<file path="config.mk">
export PLATFORM = sky130hd
export DESIGN_NAME = board_renderer
export DESIGN_NICKNAME = d
export VERILOG_FILES = /design/src/rtl/othello_pkg.sv /design/src/rtl/board_renderer_cell_shader.sv /design/src/rtl/board_renderer.sv
export SDC_FILE = /design/constraint.sdc
export NUM_CORES = 1
export LEC_CHECK = 0
export ABC_AREA = 1
export BUFFER_PORTS_ARGS = -buffer_cell sky130_fd_sc_hd__buf_4
export CAP_MARGIN = 30
export CORE_ASPECT_RATIO = 0.9
export CORE_MARGIN = 10
export CORE_UTILIZATION = 39
export DETAILED_ROUTE_END_ITERATION = 8
export RECOVER_POWER = 50
export SYNTH_ARGS = -nofsm -noshare
export SYNTH_HDL_FRONTEND = slang
export SYNTH_HIERARCHICAL = 1
export SYNTH_SLANG_ARGS = --single-unit
export TNS_END_PERCENT = 20
</file>
<file path="constraint.sdc">
create_clock -name clock -period 6.25 [get_ports clock]
set_clock_uncertainty 0.05 [all_clocks]
set_input_delay 0.625 -clock clock [delete_from_list [all_inputs] [get_ports clock]]
set_output_delay 0.625 -clock clock [all_outputs]
set_load 0.005 [all_outputs]
</file>
<file path="src/rtl/othello_pkg.sv">
// Shared types and constants for the Othello board display path.
package othello_pkg;

    // Contents of one board RAM entry
    typedef enum logic [1:0] {
        CELL_EMPTY = 2'd0,
        CELL_BLACK = 2'd1,
        CELL_WHITE = 2'd2,
        CELL_HINT  = 2'd3
    } cell_state_t;

    // 3-bit RGB colours understood by the VGA adapter
    localparam logic [2:0] COL_GRID   = 3'b000;
    localparam logic [2:0] COL_BLACK  = 3'b000;
    localparam logic [2:0] COL_WHITE  = 3'b111;
    localparam logic [2:0] COL_CURSOR = 3'b110;
    localparam logic [2:0] COL_HINT   = 3'b101;
    localparam logic [2:0] COL_BOARD  = 3'b010;

    // Renderer sequencing states
    typedef enum logic [2:0] {
        ST_IDLE  = 3'd0,
        ST_FETCH = 3'd1,
        ST_WAIT  = 3'd2,
        ST_DRAW  = 3'd3,
        ST_NEXT  = 3'd4,
        ST_DONE  = 3'd5
    } render_state_t;

    // True when lo <= v <= hi; an empty window (hi < lo) never matches
    function automatic logic in_window(input int v, input int lo, input int hi);
        return (v >= lo) && (v <= hi);
    endfunction

endpackage

</file>
<file path="src/rtl/board_renderer_cell_shader.sv">
// Pure combinational pixel colour for one position inside a board cell.
module cell_shader
    import othello_pkg::*;
#(
    parameter int CELL_PX    = 14,
    parameter int DISK_INSET = 2,
    parameter int PW         = $clog2(CELL_PX)
) (
    input  logic [PW-1:0] px,
    input  logic [PW-1:0] py,
    input  cell_state_t   state,
    input  logic          is_cursor,
    output logic [2:0]    colour
);

    // Windows are signed so that a hint square larger than the cell collapses to empty
    localparam int D_LO = DISK_INSET;
    localparam int D_HI = CELL_PX - 1 - DISK_INSET;
    localparam int H_LO = 2 * DISK_INSET;
    localparam int H_HI = CELL_PX - 1 - 2 * DISK_INSET;

    logic disk_s;
    logic hint_s;

    // Membership of the current pixel in the disk and hint squares
    always_comb begin
        disk_s = in_window(int'(px), D_LO, D_HI) && in_window(int'(py), D_LO, D_HI);
        hint_s = in_window(int'(px), H_LO, H_HI) && in_window(int'(py), H_LO, H_HI);
    end

    // Priority colour selection: border, then disk, then hint, then felt
    always_comb begin
        colour = COL_BOARD;
        if ((px == '0) || (py == '0)) begin
            colour = is_cursor ? COL_CURSOR : COL_GRID;
        end else if (((state == CELL_BLACK) || (state == CELL_WHITE)) && disk_s) begin
            colour = (state == CELL_BLACK) ? COL_BLACK : COL_WHITE;
        end else if ((state == CELL_HINT) && hint_s) begin
            colour = COL_HINT;
        end else begin
            colour = COL_BOARD;
        end
    end

endmodule

</file>
<file path="src/rtl/board_renderer.sv">
// Othello board painter: walks cells, fetches their state and plots one pixel per cycle.
module board_renderer
    import othello_pkg::*;
#(
    parameter int BOARD_N    = 8,
    parameter int CELL_PX    = 14,
    parameter int DISK_INSET = 2,
    parameter int X0         = 16,
    parameter int Y0         = 4,
    parameter int XW         = 8,
    parameter int YW         = 7,
    localparam int IW        = $clog2(BOARD_N),
    localparam int AW        = $clog2(BOARD_N * BOARD_N)
) (
    input  logic          clock,
    input  logic          reset,
    input  logic          start,
    input  logic          mode,
    input  logic [IW-1:0] cell_x,
    input  logic [IW-1:0] cell_y,
    input  logic [IW-1:0] cursor_x,
    input  logic [IW-1:0] cursor_y,
    input  logic          cursor_en,
    output logic [AW-1:0] rd_addr,
    input  logic [1:0]    rd_data,
    output logic [XW-1:0] x_out,
    output logic [YW-1:0] y_out,
    output logic [2:0]    colour,
    output logic          plot,
    output logic          busy,
    output logic          done,
    output logic          err
);

    localparam int PW = $clog2(CELL_PX);
    localparam logic [PW-1:0] PX_LAST   = PW'(CELL_PX - 1);
    localparam logic [IW-1:0] CELL_LAST = IW'(BOARD_N - 1);
    localparam logic [XW-1:0] X0_W      = XW'(X0);
    localparam logic [YW-1:0] Y0_W      = YW'(Y0);
    localparam logic [XW-1:0] PITCH_X   = XW'(CELL_PX);
    localparam logic [YW-1:0] PITCH_Y   = YW'(CELL_PX);
    localparam logic [AW-1:0] ROW_W     = AW'(BOARD_N);

    // Geometry must fit the coordinate buses so pixel arithmetic never wraps
    if ((X0 + BOARD_N * CELL_PX - 1) >= (1 << XW)) begin : g_x_range
        $error("board_renderer: board does not fit in XW bits");
    end
    if ((Y0 + BOARD_N * CELL_PX - 1) >= (1 << YW)) begin : g_y_range
        $error("board_renderer: board does not fit in YW bits");
    end

    render_state_t state_r;
    render_state_t state_n;
    logic          mode_r;
    logic [IW-1:0] cx_r;
    logic [IW-1:0] cy_r;
    logic [IW-1:0] cur_x_r;
    logic [IW-1:0] cur_y_r;
    logic          cur_en_r;
    logic [PW-1:0] px_r;
    logic [PW-1:0] py_r;
    cell_state_t   cell_r;
    logic          err_r;
    logic          reject_s;
    logic          last_cell_s;
    logic          last_px_s;
    logic          is_cursor_s;
    logic [2:0]    shade_s;

    // Single-cell requests outside the board are refused without drawing
    assign reject_s    = mode && ((int'(cell_x) >= BOARD_N) || (int'(cell_y) >= BOARD_N));
    assign last_cell_s = (cx_r == CELL_LAST) && (cy_r == CELL_LAST);
    assign last_px_s   = (px_r == PX_LAST) && (py_r == PX_LAST);
    assign is_cursor_s = cur_en_r && (cx_r == cur_x_r) && (cy_r == cur_y_r);

    // FSM state register
    always_ff @(posedge clock or posedge reset) begin
        if (reset) begin
            state_r <= ST_IDLE;
        end else begin
            state_r <= state_n;
        end
    end

    // FSM next-state logic
    always_comb begin
        state_n = state_r;
        case (state_r)
            ST_IDLE: begin
                if (start) begin
                    state_n = reject_s ? ST_DONE : ST_FETCH;
                end else begin
                    state_n = ST_IDLE;
                end
            end
            ST_FETCH: state_n = ST_WAIT;
            ST_WAIT:  state_n = ST_DRAW;
            ST_DRAW: begin
                if (last_px_s) begin
                    state_n = ST_NEXT;
                end else begin
                    state_n = ST_DRAW;
                end
            end
            ST_NEXT: begin
                if (mode_r || last_cell_s) begin
                    state_n = ST_DONE;
                end else begin
                    state_n = ST_FETCH;
                end
            end
            ST_DONE: state_n = ST_IDLE;
            default: state_n = ST_IDLE;
        endcase
    end

    // Request capture, cell pointer walk, pixel sweep and cell-state latch
    always_ff @(posedge clock or posedge reset) begin
        if (reset) begin
            mode_r   <= 1'b0;
            cx_r     <= '0;
            cy_r     <= '0;
            cur_x_r  <= '0;
            cur_y_r  <= '0;
            cur_en_r <= 1'b0;
            px_r     <= '0;
            py_r     <= '0;
            cell_r   <= CELL_EMPTY;
            err_r    <= 1'b0;
        end else begin
            case (state_r)
                ST_IDLE: begin
                    if (start) begin
                        mode_r   <= mode;
                        cur_x_r  <= cursor_x;
                        cur_y_r  <= cursor_y;
                        cur_en_r <= cursor_en;
                        err_r    <= reject_s;
                        cx_r     <= mode ? cell_x : '0;
                        cy_r     <= mode ? cell_y : '0;
                        px_r     <= '0;
                        py_r     <= '0;
                    end
                end
                ST_WAIT: begin
                    cell_r <= cell_state_t'(rd_data);
                    px_r   <= '0;
                    py_r   <= '0;
                end
                ST_DRAW: begin
                    if (px_r == PX_LAST) begin
                        px_r <= '0;
                        py_r <= py_r + PW'(1);
                    end else begin
                        px_r <= px_r + PW'(1);
                    end
                end
                ST_NEXT: begin
                    if (!mode_r && !last_cell_s) begin
                        if (cx_r == CELL_LAST) begin
                            cx_r <= '0;
                            cy_r <= cy_r + IW'(1);
                        end else begin
                            cx_r <= cx_r + IW'(1);
                        end
                    end
                end
                default: begin
                end
            endcase
        end
    end

    cell_shader #(
        .CELL_PX    (CELL_PX),
        .DISK_INSET (DISK_INSET),
        .PW         (PW)
    ) u_shader (
        .px        (px_r),
        .py        (py_r),
        .state     (cell_r),
        .is_cursor (is_cursor_s),
        .colour    (shade_s)
    );

    // Outputs decoded purely from registered state; pixel bus is zero outside DRAW
    always_comb begin
        plot    = (state_r == ST_DRAW);
        busy    = (state_r == ST_FETCH) || (state_r == ST_WAIT) ||
                  (state_r == ST_DRAW)  || (state_r == ST_NEXT);
        done    = (state_r == ST_DONE);
        err     = err_r;
        rd_addr = AW'(cy_r) * ROW_W + AW'(cx_r);
        if (plot) begin
            x_out  = X0_W + XW'(cx_r) * PITCH_X + XW'(px_r);
            y_out  = Y0_W + YW'(cy_r) * PITCH_Y + YW'(py_r);
            colour = shade_s;
        end else begin
            x_out  = '0;
            y_out  = '0;
            colour = 3'b000;
        end
    end

endmodule

</file>
==> results.tsv, run 1 <==
stage	metric	value	unit
run_status	status	finished, final reports clean	
worst_setup_path	startpoint types	flip-flop	
pwr	power share of the combinational group	8.6	%
sta	Hold Violations, Final	0	
pwr	VDD IR max	0.0000859	V
logic_synthesis	area leader, netlist	dfrtp_1	
sta	Slew @ Worst Pin	0.849	ns
job	Max Cap Viol	0	
global_routing	total track usage	12.0	%
sta	Final period util	58.8	%
routing	Initial DRC Count	91	
logic_synthesis	Area contributors post-synth	dfrtp_1 (27%), nand2_1 (14%), ha_1 (13%), inv_1 (9.4%), fa_1 (6.3%)	
sta	RSZ-0062 raised after global routing	no	
floorplanning	die area	10100	µm²
final_layout	Final Net Count	451	
pwr	Switching Share	23.5	%
worst_setup_path	critical path type	reg2out	
sta	Max Fclk	272	MHz
logic_synthesis	Yosys reg bits	27	
pwr	Psw	0.0717	mW
sta	slew margin rel.	43.4	%
clock_tree	clock insertion delay at the later pin of the skew report	0.27	ns
clock_tree	# clock sinks	27	
worst_setup_path	r2r endpoint	py_r[0]	
pwr	leak pwr	1.70	nW
worst_setup_path	CP delay by family, top	adder cells	
logic_synthesis	Synth async-reset ratio	100	%
clock_tree	cts bufs inserted	3	
clock_tree	CTS Hold Bufs	0	
logic_synthesis	Yosys warnings	6	
logic_synthesis	area share of the largest cell type after synthesis	26.7	%
placement	gp weighted congestion	0.867	
clock_tree	Post CTS Setup Buffer Count	0	
logic_synthesis	number of synthesized flops with an enable pin	0	
sta	setup total negative slack	0	ns
sta	final slew viol count	0	
global_routing	vias in the first global route	2190	
pwr	Clk network pwr share	33.8	%
routing	Initial DRT Pass Iterations	4	
worst_setup_path	CP cell instances	fa_1, ha_1, inv_1, fa_1, inv_1, ha_1, nand3_1, and2_0, nand2_1, nand2_1, nor2_1, buf_4	
sta	post-layout minimum cycle time	3.67	ns
global_routing	grt ovf	0	
final_layout	layout overhead on the synthesized area	16.9	%
pwr	sequential fraction of design power	57.6	%
global_routing	first-pass GRT wire length	10100	µm
worst_setup_path	worst reg2reg setup slack	3.92	ns
pwr	Internal	0.234	mW
logic_synthesis	synth unique cells	33	
final_layout	ant diodes	0	
routing	Antenna Violating Nets Remaining	0	
logic_synthesis	syn nets	405	
logic_synthesis	Syn Inst Count	351	
worst_setup_path	CP bufs+invs	3	
clock_tree	CTS root buffer	clkbuf_8	
global_routing	pin count of the biggest net entering global routing	18	
pwr	P per Cell Area	103	nW/µm²
logic_synthesis	post-synthesis sequential area ratio	26.7	%
routing	vias	2236	
final_layout	Fillers	701	
floorplanning	initial core utilization	40.7	%
worst_setup_path	Critical Path End Type	primary output	
worst_setup_path	critical path peak fanout	8	
worst_setup_path	required time of the critical path	5.57	ns
pwr	Tot Pwr	0.305	mW
clock_tree	CTS clk-pin slew, worst paths	0.10	ns
clock_tree	CTS tree	done	
worst_setup_path	worst r2r path cells	7	
logic_synthesis	most frequent cell after synthesis	nand2_1	
floorplanning	Die X	105	µm
floorplanning	die span in y	96.4	µm
logic_synthesis	synthesized area per cell	7.20	µm²
floorplanning	Ports	47	
floorplanning	Core ar.	6220	µm²
logic_synthesis	top_reg_cell synth	dfrtp_1	
worst_setup_path	arrival time worst endpoint	3.00	ns
routing	DRC violations left	0	
worst_setup_path	slowest stage cell on the critical path	fa_1	
placement	HPWL after DPL	5020	µm
final_layout	fraction of layout cells with a size suffix above 1	16.7	%
placement	Port Buf Inserts	45	
floorplanning	# rows	27	
clock_tree	post_cts resized	0	
routing	vias per cell	4.63	
hold_path	hold crit path type	in2async	
routing	DR WL/cell	12.5	µm
logic_synthesis	Synth Cell Area	2530	µm²
routing	drt total wl	6050	µm
worst_setup_path	worst stage delay on the critical path	0.57	ns
worst_setup_path	worst r2r src	state_r[2]	
clock_tree	CTS Buffer Depth	2	
logic_synthesis	Commonest cells post-synth	nand2_1 (94), inv_1 (63), nor2_1 (31), dfrtp_1 (27), ha_1 (27)	
sta	final setup violating endpoints	0	
clock_tree	H-tree depth	1	
global_routing	initial antenna violation count	0	
==> cell usage in the layout (no fill, tap or decap), drive strengths merged, types with 8 or more instances in the layout <==
| cell type | count |
|---|---|
| dfrtp | 27 |
| nor2 | 34 |
| buf | 43 |
| ha | 27 |
| nand4 | 12 |
| nand3 | 26 |
| fa | 8 |
| a21oi | 9 |
| o21ai | 22 |
| nand2 | 98 |
| inv | 67 |
==> final cells by class <==
class | count | area (µm²) | share of cell area [%]
multi-input cells | 252 | 1530 | 51.8
flip-flops and latches | 27 | 676 | 22.9
repair buffers | 46 | 342 | 11.6
inverters | 67 | 251 | 8.51
well taps | 87 | 109 | 3.68
clock buffers | 3 | 41.3 | 1.40
clock inverters | 1 | 5.00 | 0.169
==> worst max path at each step <==
| stage | startpoint | end | slack, ns | cells after the start |
|---|---|---|---|---|
| after global placement | cy_r[0] | y_out[5] | 2.91 | 12 |
| after CTS | cy_r[0] | y_out[5] | 2.55 | 12 |
| after global routing | cy_r[0] | y_out[5] | 2.40 | 11 |
| final | cy_r[0] | y_out[5] | 2.58 | 12 |
| after floorplan | cy_r[0] | y_out[5] | 3.13 | 11 |
| after detailed placement | cy_r[0] | y_out[5] | 2.85 | 12 |
==> logic make-up (layout without fill, tap and decap cells) <==
family,count (synthesis),count (layout),share of synthesized area (%)
muxes,2,2,0.891
buffers and inverters,72,117,11.7
DFF,27,27,26.7
adders and majority gates,35,35,19.7
and+or+nand+nor,175,175,31.8
other,1,1,0.148
xor gates and xnor gates,5,5,1.73
AOI/OAI and AO/OA,34,34,7.27
==> stage by stage <==
step                      util (%)  setup WS, ns  cell area (µm²)  hold WS, ns  cells
after floorplan                  -          3.13             2530        0.399    351
after global routing          47.5          2.40             2960        0.408    483
after detailed placement      47.6          2.85             2960        0.430    479
after global placement        47.1          2.91             2930        0.417    478
after CTS                     48.3          2.55             3000        0.412    483
final                         47.5          2.58             2960        0.346    483
==> sequential cells by signal (all words and copies together) (netlist names) <==
signal and cells:
cur_y_r 3, cur_en_r 1, cx_r 3, cy_r 3, cell_r 2, cur_x_r 3
py_r 4, state_r 3, px_r 4, mode_r 1
==> layer usage <==
| metal | track usage [%] | vias up | share of wire [%] |
|---|---|---|---|
| met1 | 15.4 | 1014 | 50 |
| li1 | - | 1187 | - |
| met2 | 20.9 | 33 | 45 |
| met4 | 2.05 | 0 | 0.41 |
| met3 | 2.51 | 2 | 4.6 |
| met5 | 0 | - | 0 |
==> power groups by stage <==
stage | Clock [mW] | Sequential (mW) | Combinational [mW]
global placement | 0 | 0.179 | 0.0267
CTS | 0.106 | 0.176 | 0.0294
detailed placement | 0 | 0.179 | 0.0293
floorplan | 0 | 0.179 | 0.0129
global route | 0.115 | 0.176 | 0.0303
finish | 0.103 | 0.176 | 0.0264
(Power assumes the default switching activity.)
==> run 2: changes to the inputs <==
Clock period 6.25 ns to 2.96 ns, I/O delays scaled along.
==> results.tsv, run 2 (synthesized netlist as in run 1, its figures left out) <==
stage	metric	value	unit	change
run_status	status	finished with violations		
run_status	failing checks	capacitance limit, slew limit, setup timing		
global_routing	initial antenna violation count	0		unchanged
sta	Slew @ Worst Pin	1.55	ns	+0.701 ns
clock_tree	H-tree depth	1		unchanged
clock_tree	CTS root buffer	clkbuf_8		
pwr	Tot Pwr	0.646	mW	+110%
clock_tree	CTS tree	done		
floorplanning	Core ar.	6220	µm²	unchanged
floorplanning	Ports	47		unchanged
final_layout	most frequent cells in the layout	nand2_1 (94), inv_1 (63), buf_4 (47)		
worst_setup_path	required time of the critical path	2.61	ns	-2.96 ns
hold_path	hold crit path type	in2reg		
sta	Max Fclk	316	MHz	
clock_tree	cts bufs inserted	3		unchanged
sta	RSZ-0062 raised after global routing	yes		
routing	Antenna Violating Nets Remaining	0		unchanged
clock_tree	clock insertion delay at the later pin of the skew report	0.28	ns	about the same
routing	met3 wire length	383	µm	+37%
job	Max Cap Viol	1		+1
final_layout	Finished Cell Area	3050	µm²	+3.3%
worst_setup_path	critical path peak fanout	5		-3
sta	slew margin rel.	-3.32	%	-47 points
clock_tree	CTS Buffer Depth	2		unchanged
sta	Worst Slack Setup Final	-0.204	ns	-2.78 ns
routing	vias per cell	4.70		+1.6%
global_routing	pin count of the biggest net entering global routing	28		+10
placement	Port Buf Inserts	45		unchanged
placement	HPWL after DPL	4960	µm	-1.2%
placement	gp weighted congestion	0.853		-1.6%
global_routing	grt ovf	0		unchanged
clock_tree	CTS Hold Bufs	0		unchanged
global_routing	vias in the first global route	2192		+0.091%
floorplanning	die area	10100	µm²	unchanged
floorplanning	# rows	27		unchanged
global_routing	first-pass GRT wire length	10600	µm	+4.1%
placement	Setup WS pre-CTS	0.00301	ns	-2.85 ns
sta	final slew viol count	28		+28
routing	DR WL/cell	12.7	µm	+1.1%
routing	drt total wl	6190	µm	+2.4%
routing	vias	2300		+2.9%
worst_setup_path	arrival time worst endpoint	2.82	ns	-0.18 ns
pwr	leak pwr	1.72	nW	+1.2%
routing	Max Used Layer	met4		
floorplanning	die span in y	96.4	µm	unchanged
routing	DRC violations left	0		unchanged
final_layout	layout overhead on the synthesized area	20.8	%	
sta	post-layout minimum cycle time	3.16	ns	
floorplanning	Die X	105	µm	unchanged
final_layout	fraction of layout cells with a size suffix above 1	19.7	%	+3.0 points
clock_tree	CTS clk-pin slew, worst paths	0.10	ns	about the same
clock_tree	# clock sinks	27		unchanged
final_layout	commonest non-fill, non-tap cell in the layout	nand2_1		
global_routing	total track usage	12.6	%	+0.52 points
floorplanning	initial core utilization	40.7	%	unchanged
pwr	P per Cell Area	212	nW/µm²	+100%
final_layout	largest registers	px_r x4, py_r x4		
sta	Final period util	107	%	
routing	M1 WL	2900	µm	-3.6%
sta	setup total negative slack	-0.440	ns	-0.440 ns
pwr	VDD IR max	0.000145	V	+69%
final_layout	Fillers	679		-3.1%
worst_setup_path	critical path type	reg2out		
final_layout	Final Net Count	457		+1.3%
final_layout	ant diodes	0		unchanged
routing	Initial DRT Pass Iterations	4		unchanged
worst_setup_path	startpoint types	flip-flop		
placement	Area after DPL	2980	µm²	+0.85%
worst_setup_path	Critical Path End Type	primary output		
sta	Hold Violations, Final	0		unchanged
routing	Initial DRC Count	110		+21%
sta	final setup violating endpoints	3		+3
routing	routed wl met2	2870	µm	+4.7%
-- run 2: worst max-delay path, stage by stage, from the launching register on --
cell and delay, ns:
dfrtp_1 0.41, fa_1 0.54, ha_1 0.16, inv_1 0.06, fa_1 0.47, inv_1 0.07, ha_4 0.29, nand3_1 0.07
and2_0 0.16, nand2_1 0.06, nand2_1 0.05, nor2_2 0.09, buf_4 0.11
-- run 2: cell type report --
type / instances / area [µm²] / area share, %
timing repair buffer: 52 / 375 / 12.3
clock inverter: 1 / 5.00 / 0.164
inverter: 67 / 251 / 8.23
multi-input combinational: 252 / 1600 / 52.3
sequential: 27 / 676 / 22.1
clock buffer: 3 / 41.3 / 1.35
tap: 87 / 109 / 3.56
-- run 2: power by group --
group / internal [mW] / leakage, nW / switching [mW] / total (mW)
Combinational: 0.0293 / 1.40 / 0.0268 / 0.0561
Clock: 0.0946 / 0.0255 / 0.125 / 0.219
Sequential: 0.370 / 0.301 / 0.00115 / 0.371
Total: 0.494 / 1.72 / 0.153 / 0.646
-- run 2: stage by stage --
| step | utilization, % | hold slack (ns) | instances |
|---|---|---|---|
| finish | 49.1 | 0.157 | 489 |
| global route | 49.1 | 0.147 | 489 |
| CTS | 49.2 | 0.0428 | 489 |
| detailed placement | 48.0 | 0.351 | 485 |
| global placement | 48.0 | 0.348 | 485 |
| floorplan | - | 0.299 | 351 |
-- run 2: timing repair --
item                       4_1_cts  5_1_grt
gates resized for setup          4        3
cloned                           0        0
setup endpoints to repair        6        8
setup buffers                    0        0
-- run 2: path summary, 6_finish.rpt --
check	startpoint	endpoint	slack (ns)	depth (start not counted)
max in group asynchronous	reset	cur_x_r[1]	1.47	3
min reg2reg	cur_en_r	cur_en_r	0.44	2
min in group asynchronous	reset	cx_r[2]	0.50	3
max	cy_r[0]	y_out[5]	-0.20	12
max reg2reg	cx_r[0]	cy_r[0]	0.91	9
min	cursor_x[1]	cur_x_r[1]	0.16	3
-- run 2: layer usage --
layer  global-route usage, %  up-vias
li1                        -     1203
met1                    16.3     1033
met2                    21.1       58
met3                    3.04        6
met4                    2.40        0
met5                       0        -
